<file path="src/rtl/uart_tx.sv">
// uart_tx: async serial transmitter, 16 clk per bit, valid/ready input.
// Frame: start, DATA_BITS LSB first, [parity], STOP_BITS stop bits.
//
// Ports:
//   clk        16x bitrate clock
//   rst        synchronous active-high reset
//   data       word to send, latched on handshake
//   data_valid upstream offers data
//   data_ready block accepts a word this cycle (registered)
//   tx         serial line, idle high (registered)
//   busy       frame in progress (registered)
//
// Optional: define UART_TX_PARITY_EN to insert a parity bit after the
// data bits (even parity, or odd when PARITY_ODD=1).
module uart_tx #(
  parameter int DATA_BITS  = 8,
  parameter int STOP_BITS  = 1,
  parameter int PARITY_ODD = 0
) (
  input  logic                 clk,
  input  logic                 rst,
  input  logic [DATA_BITS-1:0] data,
  input  logic                 data_valid,
  output logic                 data_ready,
  output logic                 tx,
  output logic                 busy
);

  if (DATA_BITS < 5 || DATA_BITS > 9) begin : g_bad_data_bits
    $error("uart_tx: DATA_BITS must be 5..9");
  end
  if (STOP_BITS < 1 || STOP_BITS > 2) begin : g_bad_stop_bits
    $error("uart_tx: STOP_BITS must be 1 or 2");
  end
  if (PARITY_ODD != 0 && PARITY_ODD != 1) begin : g_bad_parity
    $error("uart_tx: PARITY_ODD must be 0 or 1");
  end

  typedef enum logic [2:0] {
    S_IDLE   = 3'd0,
    S_START  = 3'd1,
    S_DATA   = 3'd2,
    S_STOP   = 3'd3
`ifdef UART_TX_PARITY_EN
    ,
    S_PARITY = 3'd4
`endif
  } state_t;

  localparam logic [3:0] LAST_BIT = 4'(DATA_BITS - 1);
  localparam logic       TWO_STOP = (STOP_BITS == 2);
  localparam logic [3:0] TICK_END = 4'hF;
  localparam logic [3:0] TICK_PRE = 4'hE;

  state_t               state_q, state_n;
  logic [3:0]           tick_q, tick_n;
  logic [3:0]           bit_q, bit_n;
  logic [DATA_BITS-1:0] shift_q, shift_n;
  logic                 stop_q, stop_n;
  logic                 tx_q, tx_n;
  logic                 rdy_q, rdy_n;
  logic                 busy_q, busy_n;

`ifdef UART_TX_PARITY_EN
  localparam logic ODD = (PARITY_ODD != 0);
  logic par_q, par_n;
`endif

  logic accept;
  logic bit_end;
  logic last_stop;

  assign accept    = data_valid && rdy_q;
  assign bit_end   = (tick_q == TICK_END);
  assign last_stop = !TWO_STOP || stop_q;

  always_comb begin
    state_n = state_q;
    tick_n  = tick_q + 4'd1;
    bit_n   = bit_q;
    shift_n = shift_q;
    stop_n  = stop_q;
    tx_n    = tx_q;
    rdy_n   = 1'b0;
    busy_n  = busy_q;
`ifdef UART_TX_PARITY_EN
    par_n   = par_q;
`endif

    unique case (state_q)
      S_IDLE: begin
        tick_n = 4'd0;
        tx_n   = 1'b1;
        rdy_n  = 1'b1;
        busy_n = 1'b0;
      end
      S_START: begin
        if (bit_end) begin
          state_n = S_DATA;
          bit_n   = 4'd0;
          tx_n    = shift_q[0];
        end
      end
      S_DATA: begin
        if (bit_end) begin
          shift_n = shift_q >> 1;
          if (bit_q == LAST_BIT) begin
`ifdef UART_TX_PARITY_EN
            state_n = S_PARITY;
            tx_n    = par_q;
`else
            state_n = S_STOP;
            stop_n  = 1'b0;
            tx_n    = 1'b1;
`endif
          end else begin
            bit_n = bit_q + 4'd1;
            tx_n  = shift_q[1];
          end
        end
      end
`ifdef UART_TX_PARITY_EN
      S_PARITY: begin
        if (bit_end) begin
          state_n = S_STOP;
          stop_n  = 1'b0;
          tx_n    = 1'b1;
        end
      end
`endif
      S_STOP: begin
        // ready is registered, so raise it one cycle early to
        // have it high during the final stop cycle
        if (last_stop && tick_q == TICK_PRE) begin
          rdy_n = 1'b1;
        end
        if (bit_end) begin
          if (!last_stop) begin
            stop_n = 1'b1;
          end else begin
            state_n = S_IDLE;
            tx_n    = 1'b1;
            rdy_n   = 1'b1;
            busy_n  = 1'b0;
          end
        end
      end
      default: begin
        state_n = S_IDLE;
        tx_n    = 1'b1;
        rdy_n   = 1'b1;
        busy_n  = 1'b0;
      end
    endcase

    // accept wins over the stop->idle move, giving gapless frames
    if (accept) begin
      state_n = S_START;
      tick_n  = 4'd0;
      bit_n   = 4'd0;
      stop_n  = 1'b0;
      shift_n = data;
      tx_n    = 1'b0;
      rdy_n   = 1'b0;
      busy_n  = 1'b1;
`ifdef UART_TX_PARITY_EN
      par_n   = (^data) ^ ODD;
`endif
    end
  end

  always_ff @(posedge clk) begin
    if (rst) begin
      state_q <= S_IDLE;
      tick_q  <= 4'd0;
      bit_q   <= 4'd0;
      shift_q <= '0;
      stop_q  <= 1'b0;
      tx_q    <= 1'b1;
      rdy_q   <= 1'b1;
      busy_q  <= 1'b0;
    end else begin
      state_q <= state_n;
      tick_q  <= tick_n;
      bit_q   <= bit_n;
      shift_q <= shift_n;
      stop_q  <= stop_n;
      tx_q    <= tx_n;
      rdy_q   <= rdy_n;
      busy_q  <= busy_n;
    end
  end

`ifdef UART_TX_PARITY_EN
  always_ff @(posedge clk) begin
    if (rst) begin
      par_q <= 1'b0;
    end else begin
      par_q <= par_n;
    end
  end
`endif

  assign tx         = tx_q;
  assign data_ready = rdy_q;
  assign busy       = busy_q;

endmodule

</file>
<file path="config.mk">
export PLATFORM = sky130hd
export DESIGN_NAME = uart_tx
export DESIGN_NICKNAME = d
export VERILOG_FILES = /design/src/rtl/uart_tx.sv
export SDC_FILE = /design/constraint.sdc
export NUM_CORES = 1
export LEC_CHECK = 0
export CORE_ASPECT_RATIO = 1.75
export CORE_MARGIN = 2
export CORE_UTILIZATION = 29
export DETAILED_ROUTE_END_ITERATION = 10
export PLACE_DENSITY = 0.46
export SLEW_MARGIN = 10
export SYNTH_ARGS = -nofsm -noshare
export SYNTH_HDL_FRONTEND = slang
export SYNTH_SLANG_ARGS = --single-unit
</file>
<file path="constraint.sdc">
create_clock -name clk -period 2.17 [get_ports clk]
set_clock_uncertainty 0.15 [all_clocks]
set_input_delay 0.434 -clock clk [delete_from_list [all_inputs] [get_ports clk]]
set_output_delay 0.434 -clock clk [all_outputs]
set_load 0.05 [all_outputs]
</file>
* Word-level counts from Yosys, hierarchy flattened
Cells that the tools add are included.
Word-level totals: register bits 22, input port bits 11, word-level logic and storage cells 68
Operators by class: add/sub/neg operators 2, eq/ne operators 17, muxes and demuxes 26, bitwise logic cells 1, reduce and logical (&&, ||, !) cells 14
Operators with widths (number):
- 8-bit two-way mux | 3
- 3-bit two-way mux | 4
- 4-bit two-way mux | 3
- 2-bit inequality test, second input constant | 6
- 3-bit inequality test, second input constant | 4
- 3-bit one-hot mux with 4 select lines | 1
- 1-bit two-way mux | 11
- 5-bit AND reduction | 2
- 4-bit by 1-bit adder with 4-bit output, second input constant | 2
- 4-bit == test, second input constant | 2
- 4-bit one-hot mux with 2 select lines | 1
- 3-bit by 2-bit == test with 1-bit output, second input constant | 2
- 2-bit nonzero test | 3
- 4-bit by 3-bit == test with 1-bit output, second input constant | 1
- 1-bit one-hot mux with 2 select lines | 2
- 2-bit AND reduction | 2
- 4-bit AND reduction | 1
- 2-bit OR reduction | 2
- 3-bit by 1-bit == test with 1-bit output, second input constant | 1
- 3-bit logical NOT | 1
- 1-bit one-hot mux with 3 select lines | 1
- 3-bit AND reduction | 1
- 3-bit OR reduction | 1
- 2-bit by 1-bit inequality test with 1-bit output, second input constant | 1
- other kinds (2) | 2

* Logic depth before layout (Yosys ltp)
Gate-level depths: netlist of the first run.
word-level depth 5, gate-level depth with buffers 7, mapped depth without buffers 6

* Least setup slack after synthesis of the first run
OpenSTA, ideal clock, no wires.
path type flip-flop to flip-flop, from register state_q[0], to register state_q[1], library setup time 0.126 ns, arrival 1.502 ns, setup slack 0.391 ns, cell stages (with the launch flop) 7, cells stage by stage dfxtp_1 inv_1 ha_1 or3_4 a221oi_2 mux2i_1 nor2_1
Between the ends: word-level cells in the longest chain between the ends 3, elaborated cells between the ends (all ways) 11
Ends and longest elaborated chain:
- from (decl) | RTL line 55 | state_t state_q, state_n;
- from (signal assigned) | RTL line 183 | state_q <= state_n;
- 3-bit by 2-bit == test with 1-bit output, or another cell as far along | RTL line 90 | unique case (state_q)
- 2-bit inequality test (no source line) or 1-bit NOT (tied branches)
- 5-bit AND reduction (no source line)
Several ways; a longest one is shown, not always the timed one. A chain may end at the register's enable or synchronous reset.

* Worst setup path in the final report of the first run
from register busy_q, in the netlist busy, to output busy
RTL lines:
- from (decl) | RTL line 62 | logic busy_q, busy_n;
- from (signal assigned) | RTL line 190 | busy_q <= busy_n;
- to (decl) | RTL line 26 | output logic busy
No word-level cell between the ends.

==> flow_summary.yaml, run 1 <==
status:
  outcome: "finished clean"
critical_path:
  cp.depth: 1
  path_max_fanout: 2
  slowest_stage: "clkdlybuf4s50_1"
  critPathBufInv: 1
  end_kind: "output port"
  worst_path_largest_cell_delay_ns: 0.82
  path_class: "register to output port"
  cp-start-kind: "register"
  critPathTopFamily: "buffers and inverters"
  required_ns: 1.59
  critPathArrivalTime_ns: 1.43
  cp_cell_sequence: "clkdlybuf4s50_1"
  r2r_cells: 6
cells_and_area:
  drive_gt1_share_pct: 15.9
  nets: 157
  n_antenna_cell: 0
  layout_commonest_cell: "dfxtp_1"
  synthToLayoutAreaGrowth_pct: 19.2
  layout_common_cells: "21 x dfxtp_1, 19 x nand2_1, 13 x clkdlybuf4s50_1"
job:
  drv_cap: 0
placed_design:
  hpwlAfterDp_um: 2010
  portBuffers: 13
  gp_congestion: 0.740
drt:
  routedWlPerCell_um: 13.9
  postRouteAntennaNets: 0
  viasPerCell: 5.03
  vias: 936
  drt-pass1-iter-count: 4
  drc: 0
  finalWirelength_um: 2580
  drt-initial-drc-count: 20
floorplanning:
  core_um2: 3830
  die_x_um: 51.4
  start_util_pct: 29.7
  die_area_um2: 4460
  fp-row-count: 30
  die_h_um: 86.9
  pin_count: 14
global_route:
  track_usage_pct: 13.3
  antenna_found_initial: 0
  grt_max_degree: 15
  grt_pass1_wl_um: 4510
  grt_overflow_total: 0
  grt_pass1_vias: 932
synthesis:
  netlist_area_um2: 1140
  ys_ff_latch: 21
  yosysTopAreaCell: "dfxtp_1"
  synth_cells: 123
  synth_cell_types: 39
  synth_area_per_cell_um2: 9.26
  synth_edf_count: 0
  ys_warn_count: 0
  async_reset_ff_share_pct: 0
  synth_ff_type: "dfxtp_1"
  synth_seq_area_share_pct: 36.9
  yosys-top-cells-area: "dfxtp_1 37%, a311oi_2 9.2%, ha_1 7.7%"
  synth_top_area_share_pct: 36.9
  syn-num-nets: 141
sta:
  relSlewSlack_pct: 65.4
  maxSlewViolCount: 0
  tightest_slew_ns: 0.517
  setup_viol: 0
  period_needed_ns: 2.02
  max_freq_ghz: 0.496
  setup_tns_ns: 0
  post-route-period-util_pct: 92.9
  rsz0062_at_grt: "false"
  hold_viol_final: 0
power_and_ir_drop:
  switching_share_pct: 29.9
  intPower_w: 0.000620
  power_leakage_nw: 0.492
  seqPwrFrac_pct: 48.1
  p_switching_w: 0.000264
  power_density_nw_per_um2: 652
  clkPwrFrac_pct: 30.0
  power_w: 0.000885
  p_comb_share_pct: 21.9
  max-vdd-ir-drop_mv: 0.278
cts:
  clk_latency_ns: 0.27
  cts_max_path_buffers: 2
  hold_buffers: 0
  cts-htree-levels: 1
  cts_setup_buffers: 0
  ctsRootBufferMaster: "clkbuf_8"
  numCtsBuffers: 3
  cts.sinks: 21
  post_cts_resized: 0
  cts_tree: "yes"
  path_clk_slew_ns: 0.09
worst_hold_path:
  hold_path_depth: 1
  hold_path_class: "register to register"
## kinds of logic (layout without fill, tap and decap cells)
| kind of cell | count (synthesis) | after routing | share of synthesized area, % |
|---|---|---|---|
| AO/OA/AOI/OAI | 28 | 28 | 23.2 |
| adder cells (fa/ha/maj) | 7 | 7 | 7.69 |
| buffers and inverters | 9 | 24 | 5.16 |
| AND/OR/NAND/NOR | 55 | 55 | 24.6 |
| XOR/XNOR | 2 | 2 | 1.54 |
| flip-flops | 21 | 21 | 36.9 |
| multiplexers | 1 | 1 | 0.879 |
## layout make-up
class | instances | area [um2]
timing repair buffer | 17 | 160
multi-input combinational | 93 | 659
clock buffer | 3 | 41.3
clock inverter | 1 | 5.00
fill | 420 | 2470
sequential | 21 | 420
tap | 48 | 60.1
inverter | 3 | 11.3
## path summary, 6_finish.rpt
path | from | endpoint | slack [ns]
worst max-delay path | busy$_SDFFE_PP0P_ | busy | 0.15
worst min-delay path | tick_q[0]$_SDFF_PP0_ | tick_q[0]$_SDFF_PP0_ | 0.35
worst max register to register | state_q[0]$_SDFFE_PP0P_ | state_q[1]$_SDFFE_PP0P_ | 0.26
worst min register to register | tick_q[0]$_SDFF_PP0_ | tick_q[0]$_SDFF_PP0_ | 0.35
## through the flow
step	std cells	hold WS (ns)	utilization (%)	instance area, um2	setup slack (ns)
2_1_floorplan	123	0.306	-	1140	0.391
6_report	186	0.347	35.5	1360	0.154
5_1_grt	186	0.382	35.5	1360	0.113
3_3_place_gp	182	0.337	34.2	1310	0.281
3_5_place_dp	182	0.346	34.2	1310	0.255
4_1_cts	186	0.359	35.5	1360	0.147
## power groups by stage
stage	clock, W	sequential (W)	combinational [W]
after floorplan	0	0.000451	0.000120
after global placement	0	0.000435	0.000195
after detailed placement	0	0.000436	0.000196
after CTS	0.000273	0.000426	0.000197
after global routing	0.000285	0.000430	0.000214
final	0.000265	0.000426	0.000194
## flip-flops by register name, summed over array words and instances (netlist names)
name        cells
shift_q         8
bit_q           4
tick_q          4
state_q         2
busy            1
data_ready      1
tx              1
## routing by layer
metal | vias up | part of all wire (%) | GRT usage (%)
met5 | - | 0 | 0
met4 | 0 | 2.1 | 6.22
met3 | 8 | 2.6 | 1.89
met2 | 22 | 56 | 24.1
met1 | 432 | 39 | 14.7
li1 | 474 | - | -
## Yosys cell counts (3+ instances only)
cell,instances
nand3_1,4
nor3_1,6
a311oi_2,7
nor2_2,3
nand2b_1,3
dfxtp_1,21
o21ai_0,3
nor2_1,10
a31oi_1,3
a21oi_1,3
ha_1,7
nand2_1,19
inv_1,3
(Power assumes the default switching activity.)
==> run 2, diff against run 1 <==
- PLACE_DENSITY: 0.46 -> 0.45
==> run 2 against run 1 <==
Net effect: flip-flop and latch count stayed put; global-route usage is 0.62 points higher; clock power hardly changed; critical path depth stayed put; cell count is 0.54% higher; cell area is 0.55% higher; total power hardly changed; routed wire length is 2.0% higher; non-clock buffer count is 1 higher; sequential power hardly changed; via count is 0.53% higher; largest cell class unchanged.
==> flow_summary.yaml, run 2 (synthesis gave the netlist of run 1 again) <==
critical_path:
  r2r_cells: 6
  critPathBufInv: 1
  critPathArrivalTime_ns: 1.42
  cp-start-kind: "register"
  worst_path_largest_cell_delay_ns: 0.80
  slowest_stage: "clkdlybuf4s50_1"
  reg2reg_slack_ns: 0.30
  end_kind: "output port"
  critPathTopFamily: "buffers and inverters"
  path_class: "register to output port"
  reg2reg_from: "state_q[0]$_SDFFE_PP0P_"
  r2r-end: "state_q[1]$_SDFFE_PP0P_"
  path_max_fanout: 2
  required_ns: 1.59
  cp_cell_sequence: "clkdlybuf4s50_1"
drt:
  vias: 941
  postRouteAntennaNets: 0
  routedWlPerCell_um: 14.1
  viasPerCell: 5.03
  drc: 0
  drt-initial-drc-count: 14
  drt-pass1-iter-count: 4
  finalWirelength_um: 2630
sta:
  tightest_slew_ns: 0.491
  max_freq_ghz: 0.499
  layout_setup_ws_ns: 0.167
  hold_viol_final: 0
  maxSlewViolCount: 0
  setup_tns_ns: 0
  period_needed_ns: 2.00
  setup_viol: 0
  relSlewSlack_pct: 67.1
  rsz0062_at_grt: "false"
  post-route-period-util_pct: 92.3
global_route:
  grt_overflow_total: 0
  grt_max_degree: 15
  antenna_found_initial: 0
  grt_pass1_vias: 991
  grt_pass1_wl_um: 4680
  track_usage_pct: 13.9
cts:
  numCtsBuffers: 3
  cts-htree-levels: 1
  ctsRootBufferMaster: "clkbuf_8"
  cts_tree: "yes"
  cts.sinks: 21
  post_cts_resized: 0
  cts_max_path_buffers: 2
  path_clk_slew_ns: 0.09
  clk_latency_ns: 0.26
  cts_setup_buffers: 0
  hold_buffers: 0
cells_and_area:
  top_regs: "shift_q x8, bit_q x4, tick_q x4"
  n_antenna_cell: 0
  synthToLayoutAreaGrowth_pct: 19.9
  drive_gt1_share_pct: 16.5
  layout_common_cells: "21 x dfxtp_1, 19 x nand2_1, 13 x clkdlybuf4s50_1"
  final_area_um2: 1370
  top_register: "shift_q"
  nets: 158
  layout_commonest_cell: "dfxtp_1"
  fillCellCount: 419
  largest_reg_flops: 8
worst_hold_path:
  whs_endpoint: "tick_q[0]$_SDFF_PP0_"
  hold_path_class: "register to register"
  min-delay-start: "tick_q[0]$_SDFF_PP0_"
  hold_path_depth: 1
power_and_ir_drop:
  max-vdd-ir-drop_mv: 0.353
  power_density_nw_per_um2: 648
  power_leakage_nw: 0.498
placed_design:
  portBuffers: 13
  postPlaceCellArea_um2: 1320
  pre_cts_ws_ns: 0.299
  hpwlAfterDp_um: 2030
  gp_congestion: 0.786
floorplanning:
  start_util_pct: 29.7
  die_x_um: 51.4
  die_h_um: 86.9
  die_area_um2: 4460
  core_um2: 3830
  fp-row-count: 30
  pin_count: 14
status:
  outcome: "finished clean"
job:
  drv_cap: 0
==> run 2: changes by cell type in the layout (fill, tap and decap cells not counted), sizes merged <==
cell	change
buf	+1
==> run 2: per-layer routing <==
layer | track usage [%] | vias up | part of all wire [%]
met5 | 0 | - | 0
met4 | 6.46 | 0 | 1.1
met3 | 1.72 | 2 | 1.9
met2 | 26.2 | 9 | 57
met1 | 14.7 | 453 | 40
li1 | - | 477 | -
==> run 2: through the flow <==
stage | cells | util, % | total power (W) | hold slack, ns
6_report | 187 | 35.7 | 0.000884 | 0.345
3_5_place_dp | 183 | 34.4 | 0.000631 | 0.335
2_1_floorplan | 123 | - | 0.000572 | 0.306
3_3_place_gp | 183 | 34.4 | 0.000628 | 0.316
4_1_cts | 187 | 35.7 | 0.000901 | 0.350
5_1_grt | 187 | 35.7 | 0.000934 | 0.385
==> run 2: power breakdown <==
| part | switching [W] | total [W] | internal, W |
|---|---|---|---|
| Sequential | 0.0000161 | 0.000425 | 0.000409 |
| Clock | 0.000137 | 0.000266 | 0.000128 |
| Combinational | 0.000111 | 0.000194 | 0.0000828 |
| Total | 0.000264 | 0.000884 | 0.000620 |
==> run 2: how the worst max path moves through the flow <==
stage	cells past startpoint	from	end
3_5_place_dp	5	data_valid	shift_q[1]$_SDFFE_PP0P_
3_3_place_gp	6	data_valid	shift_q[7]$_SDFFE_PP0P_
5_1_grt	7	state_q[0]$_SDFFE_PP0P_	bit_q[3]$_SDFFE_PP0P_
4_1_cts	1	data_ready$_SDFF_PP1_	data_ready
6_report	1	tx$_SDFFE_PP1P_	tx
2_1_floorplan	6	state_q[0]$_SDFFE_PP0P_	state_q[1]$_SDFFE_PP0P_
==> run 2: worst reg2reg max path, stage by stage, from the launching register on <==
cell	delay, ns
dfxtp_1	0.39
inv_1	0.09
ha_1	0.21
or3_4	0.39
a221oi_2	0.25
mux2i_1	0.22
nor2_1	0.05
==> run 2: final cells by class <==
cell class / count / area [um2] / share of cell area [%]
well taps: 48 / 60.1 / 4.40
flip-flops and latches: 21 / 420 / 30.8
inverters: 3 / 11.3 / 0.825
clock inverters: 1 / 5.00 / 0.367
multi-input cells: 93 / 659 / 48.3
repair buffers: 18 / 168 / 12.3
clock buffers: 3 / 41.3 / 3.02
